File: config.mk
export PLATFORM = sky130hd
export DESIGN_NAME = pc_sequencer
export DESIGN_NICKNAME = d
export VERILOG_FILES = /design/src/rtl/pc_sequencer.sv
export SDC_FILE = /design/constraint.sdc
export NUM_CORES = 1
export LEC_CHECK = 0
export BUFFER_PORTS_ARGS = -buffer_cell sky130_fd_sc_hd__buf_4
export CORE_UTILIZATION = 42
export CTS_CLUSTER_DIAMETER = 120
export DETAILED_ROUTE_END_ITERATION = 10
export PLACE_DENSITY = 0.57
export SLEW_MARGIN = 0
export SYNTH_ARGS = -nofsm -noshare
export SYNTH_HDL_FRONTEND = slang
export SYNTH_SLANG_ARGS = --single-unit
File: constraint.sdc
create_clock -name clk -period 11.4 [get_ports clk]
set_clock_uncertainty 0.1 [all_clocks]
set_input_delay 2.28 -clock clk [delete_from_list [all_inputs] [get_ports clk]]
set_output_delay 2.28 -clock clk [all_outputs]
set_load 0.05 [all_outputs]
File: src/rtl/pc_sequencer.sv
// Program sequencer: drives the instruction-memory address, holds it on delay
// instructions, and supports absolute jumps plus a bounded call/return stack.
module pc_sequencer #(
  parameter int AW    = 8,
  parameter int CW    = 32,
  parameter int DEPTH = 4,
  localparam int SW   = $clog2(DEPTH + 1)
) (
  input  logic          clk,
  input  logic          rst_n,
  input  logic          halt,
  input  logic          jump,
  input  logic          call,
  input  logic          ret,
  input  logic [AW-1:0] target,
  input  logic          delay_req,
  input  logic [CW-1:0] delay_cycles,
  output logic [AW-1:0] pc_out,
  output logic          busy,
  output logic [SW-1:0] depth,
  output logic          fault,
  output logic [1:0]    fault_code
);

  // state   | meaning
  // S_RUN   | normal sequencing, one control request honoured per edge
  // S_WAIT  | pc held while the delay down-counter runs to terminal count
  // S_FAULT | stack over/underflow seen; everything frozen until reset
  typedef enum logic [1:0] {
    S_RUN   = 2'd0,
    S_WAIT  = 2'd1,
    S_FAULT = 2'd2
  } state_t;

  localparam int IW = (DEPTH > 1) ? $clog2(DEPTH) : 1;
  localparam logic [SW-1:0] DEPTH_MAX = SW'(DEPTH);

  state_t        state;
  logic [CW-1:0] count;
  logic [AW-1:0] stack_mem [2**IW];
  logic [IW-1:0] wr_idx;
  logic [IW-1:0] top_idx;
  logic          push;

  assign wr_idx  = IW'(depth);
  assign top_idx = IW'(depth - SW'(1));
  assign push    = rst_n && !halt && (state == S_RUN) && !ret && call &&
                   (depth != DEPTH_MAX);

  // Entries above depth are don't-care, so the stack array needs no reset.
  always_ff @(posedge clk) begin
    if (push) begin
      stack_mem[wr_idx] <= pc_out + AW'(1);
    end
  end

  always_ff @(posedge clk or negedge rst_n) begin
    if (!rst_n) begin
      state      <= S_RUN;
      pc_out     <= '0;
      count      <= '0;
      depth      <= '0;
      busy       <= 1'b0;
      fault      <= 1'b0;
      fault_code <= 2'b00;
    end else if (!halt) begin
      case (state)
        S_RUN: begin
          if (ret) begin
            if (depth == '0) begin
              state      <= S_FAULT;
              fault      <= 1'b1;
              fault_code <= 2'b10;
            end else begin
              pc_out <= stack_mem[top_idx];
              depth  <= depth - SW'(1);
            end
          end else if (call) begin
            if (depth == DEPTH_MAX) begin
              state      <= S_FAULT;
              fault      <= 1'b1;
              fault_code <= 2'b01;
            end else begin
              pc_out <= target;
              depth  <= depth + SW'(1);
            end
          end else if (jump) begin
            pc_out <= target;
          end else if (delay_req && (delay_cycles != '0)) begin
            count <= delay_cycles - CW'(1);
            busy  <= 1'b1;
            state <= S_WAIT;
          end else begin
            pc_out <= pc_out + AW'(1);
          end
        end
        S_WAIT: begin
          if (count == '0) begin
            pc_out <= pc_out + AW'(1);
            busy   <= 1'b0;
            state  <= S_RUN;
          end else begin
            count <= count - CW'(1);
          end
        end
        S_FAULT: begin
          state <= S_FAULT;
        end
        default: begin
          state <= S_FAULT;
        end
      endcase
    end
  end

endmodule

==> metrics.log <==
[metrics] pin count of the biggest net entering global routing: 76
[metrics] clock buffer count from CTS: 9
[metrics] number of inserted filler cells in the final layout: 1,136
[metrics] Power per Cell Area: 210 nW/um^2
[metrics] Initial Utilization: 0.436
[metrics] static power due to leakage: 2.35 nW
[metrics] worst slew margin relative to its limit: 0.266
[metrics] Top-Level Pins: 62
[metrics] average cell area after synthesis: 9.25 sq um
[metrics] largest voltage drop on the vdd net: 0.000131 V
[metrics] worst setup path start: delay_cycles[13]
[metrics] routed wire length: 14,500 microns
[metrics] TritonCTS clock tree: done
[metrics] flops & latches, synth: 81
[metrics] synthesis-to-layout area growth: 16.1%
[metrics] worst flop-to-flop path startpoint: state[0]
[metrics] final-report setup violation count: 0
[metrics] Final Max Tran Viols: 0
[metrics] routed wirelength normalized by instance count: 18.3 microns
[metrics] Sink Count: 81
[metrics] vias per cell: 5.86
[metrics] multi-input gate area in the final layout: 2940 sq um
[metrics] capturing element type of the critical path: flop
[metrics] antenna violations before repair: 0
[metrics] total number of H-tree levels: 3
[metrics] post-CTS setup-driven buffer insertion count: 0
[metrics] cell area after technology mapping: 5300 sq um
[metrics] Worst Setup Slack, final: 6.71 ns
[metrics] global router's overall resource usage: 0.238
[metrics] # diodes: 0
[metrics] sequential share of the synthesized area: 0.413
[metrics] Worst Path Arrival: 4.86 ns
[metrics] number of instances in the synthesized netlist: 573
[metrics] clock latency on the worst-skew pair: 0.35 ns
[metrics] antenna viol nets, final: 0
[metrics] distinct cell type count of the synthesized netlist: 61
[metrics] critical path data required time: 11.57 ns
[metrics] Chip Width: 114 microns
[metrics] timing-limited maximum frequency: 213 MHz
[metrics] TritonRoute pass-1 iters: 5
[metrics] peak fanout along the critical path: 24
[metrics] crit path launch type: input port
[metrics] slew at the pin closest to its max-slew limit: 1.10 ns
[metrics] worst-case setup slack after placement: 6.40 ns
[metrics] Final Cycle Share: 0.412
[metrics] RSZ-0062 raised after global routing: no
[metrics] final sum of negative setup slack: 0 ns
[metrics] drt initial violations: 372
[metrics] DRC: 0
[metrics] vias in the first global route: 4,443
[metrics] launch instance of the worst min-delay path: fault
[metrics] vias after detailed routing: 4,656
[metrics] final-stage net count: 676
[metrics] CTS clk-pin slew, worst paths: 0.07 ns
[metrics] Post-synth EDFFs: 32
[metrics] outcome: completed
[metrics] final critical delay including setup and external delays: 4.69 ns
[metrics] Cell Rows: 40
[metrics] Max Cap Viol: 0
[metrics] count of final hold-check violations: 0
[metrics] Syn Nets: 628
[metrics] Yosys warnings: 0
[metrics] share of synthesized registers carrying an async set or reset: 0.605
[metrics] total core area: 12,200 sq um
[metrics] PortBufs: 61
[metrics] area enclosed by the die boundary: 13,100 sq um
[metrics] global route overflow: 0
[metrics] die span in y: 114 microns
[metrics] half-perimeter wire length after placement: 10,200 microns
[metrics] RePlAce Congestion: 0.852
[metrics] Main synth FF type: sky130_fd_sc_hd__dfrtp_1
[metrics] critical setup path kind: input port to flop
[metrics] area used by sequential logic in the layout: 2190 sq um
[metrics] maximum root-to-sink buffer count: 2
[metrics] # hold bufs at CTS: 0
[metrics] layout cells sized above 1: 0.187
[metrics] wire length of the first global-routing pass: 23,700 microns
[metrics] PostCTS Resize Cnt: 0
[metrics] worst hold path type: flop to flop
[metrics] Clock Root Buffer: sky130_fd_sc_hd__clkbuf_16
-- power breakdown --
group	total, mW	switching, mW	leakage [nW]	internal [mW]
Clock	0.288	0.135	0.138	0.152
Combinational	0.473	0.282	1.36	0.191
Sequential	0.534	0.123	0.850	0.411
-- logic make-up after synthesis --
| family | after synthesis | share of synthesized area |
|---|---|---|
| compound gates | 132 | 0.173 |
| buf+inv | 41 | 0.0347 |
| simple gates | 253 | 0.231 |
| flops | 81 | 0.413 |
| mux | 50 | 0.116 |
| fa+ha+maj | 8 | 0.0189 |
| xor+xnor | 8 | 0.0132 |
-- synth_stat cells (8+ instances only) --
| library cell | n | share of area |
|---|---|---|
| sky130_fd_sc_hd__mux2i_1 | 32 | 0.060 |
| sky130_fd_sc_hd__nand3_1 | 11 | 0.010 |
| sky130_fd_sc_hd__nor2_1 | 114 | 0.081 |
| sky130_fd_sc_hd__dfrtp_1 | 49 | 0.23 |
| sky130_fd_sc_hd__mux4_2 | 8 | 0.034 |
| sky130_fd_sc_hd__nor3_1 | 29 | 0.027 |
| sky130_fd_sc_hd__nor4_1 | 13 | 0.015 |
| sky130_fd_sc_hd__o21ai_0 | 29 | 0.027 |
| sky130_fd_sc_hd__clkbuf_1 | 18 | 0.013 |
| sky130_fd_sc_hd__nand2_1 | 41 | 0.029 |
| sky130_fd_sc_hd__a21oi_1 | 36 | 0.034 |
| sky130_fd_sc_hd__o32ai_1 | 10 | 0.017 |
| sky130_fd_sc_hd__inv_1 | 13 | 0.0092 |
| sky130_fd_sc_hd__or3_1 | 8 | 0.0094 |
| sky130_fd_sc_hd__edfxtp_1 | 32 | 0.18 |
| sky130_fd_sc_hd__a211oi_1 | 11 | 0.016 |
| sky130_fd_sc_hd__o21a_1 | 8 | 0.011 |
| sky130_fd_sc_hd__mux2_2 | 9 | 0.019 |
| sky130_fd_sc_hd__ha_1 | 8 | 0.019 |
-- critical path: stages --
cell	delay, ns
sky130_fd_sc_hd__buf_4	0.12
sky130_fd_sc_hd__nor4_1	0.44
sky130_fd_sc_hd__nand4_1	0.26
sky130_fd_sc_hd__o311a_1	0.43
sky130_fd_sc_hd__nand2_1	0.84
sky130_fd_sc_hd__nor2_1	0.10
sky130_fd_sc_hd__o21a_1	0.21
sky130_fd_sc_hd__nor3_1	0.16
-- through the flow --
stage	instances	total power, mW	util	hold WS [ns]	cell area (sq um)
2_1_floorplan	573	0.856	-	0.362	5300
3_3_place_gp	778	0.997	0.483	0.361	5870
3_5_place_dp	778	1.01	0.483	0.364	5870
4_1_cts	794	1.30	0.506	0.384	6160
5_1_grt	794	1.38	0.506	0.401	6160
6_report	794	1.29	0.506	0.376	6160
-- sequential cells by signal, summed over array words and instances, names as in the netlist --
signal,count
stack_mem,32
count,32
pc_out,8
depth,3
fault_code,2
state,2
fault,1
busy,1
-- cells in the final DEF, fill, tap and decap left out, types with 3 or more instances in the layout --
cell / n
sky130_fd_sc_hd__ha_1: 8
sky130_fd_sc_hd__clkbuf_16: 9
sky130_fd_sc_hd__mux4_2: 8
sky130_fd_sc_hd__a2111oi_0: 6
sky130_fd_sc_hd__nand2_1: 41
sky130_fd_sc_hd__mux2i_1: 32
sky130_fd_sc_hd__a21oi_1: 36
sky130_fd_sc_hd__nand3_1: 11
sky130_fd_sc_hd__nor4_1: 13
sky130_fd_sc_hd__o32ai_1: 10
sky130_fd_sc_hd__mux2_2: 9
sky130_fd_sc_hd__inv_1: 13
sky130_fd_sc_hd__and2_1: 6
sky130_fd_sc_hd__o21a_1: 8
sky130_fd_sc_hd__a31oi_1: 6
sky130_fd_sc_hd__nor2_1: 114
sky130_fd_sc_hd__o21ai_0: 28
sky130_fd_sc_hd__dfrtp_1: 49
sky130_fd_sc_hd__nand2b_1: 6
sky130_fd_sc_hd__buf_4: 65
sky130_fd_sc_hd__a211oi_1: 11
sky130_fd_sc_hd__or2_2: 4
sky130_fd_sc_hd__edfxtp_1: 32
sky130_fd_sc_hd__inv_6: 3
sky130_fd_sc_hd__xor2_1: 4
sky130_fd_sc_hd__o31ai_1: 4
sky130_fd_sc_hd__nand4_1: 3
sky130_fd_sc_hd__xnor2_1: 4
sky130_fd_sc_hd__nor3_1: 29
sky130_fd_sc_hd__or3_1: 8
-- area by class of cell --
cell class	count	share of cell area
inverter	13	0.00793
timing repair buffer	65	0.0793
multi-input combinational	451	0.477
sequential	81	0.355
clock inverter	7	0.00975
tap	168	0.0341
clock buffer	9	0.0366
-- layer usage --
metal  vias to the layer above  part of all wire  GRT usage  routed length, microns
met4                         0             0.011     0.0554                     167
met2                       164              0.45      0.356                    6500
li1                       2222                 -          -                       -
met3                        15             0.064     0.0503                     935
met5                         -                 0          0                       0
met1                      2255              0.48      0.351                    6940
-- final timing paths --
kind / endpoint / slack [ns] / depth (start not counted)
hold reg to reg: fault / 0.38 / 1
setup reg to reg: count[22] / 7.40 / 10
setup / recovery: count[24] / 6.71 / 8
max in group asynchronous: count[8] / 8.85 / 1
min in group asynchronous: count[27] / 1.89 / 1
hold / removal: fault / 0.38 / 1
Note: power is estimated with default switching activity, not from simulation.
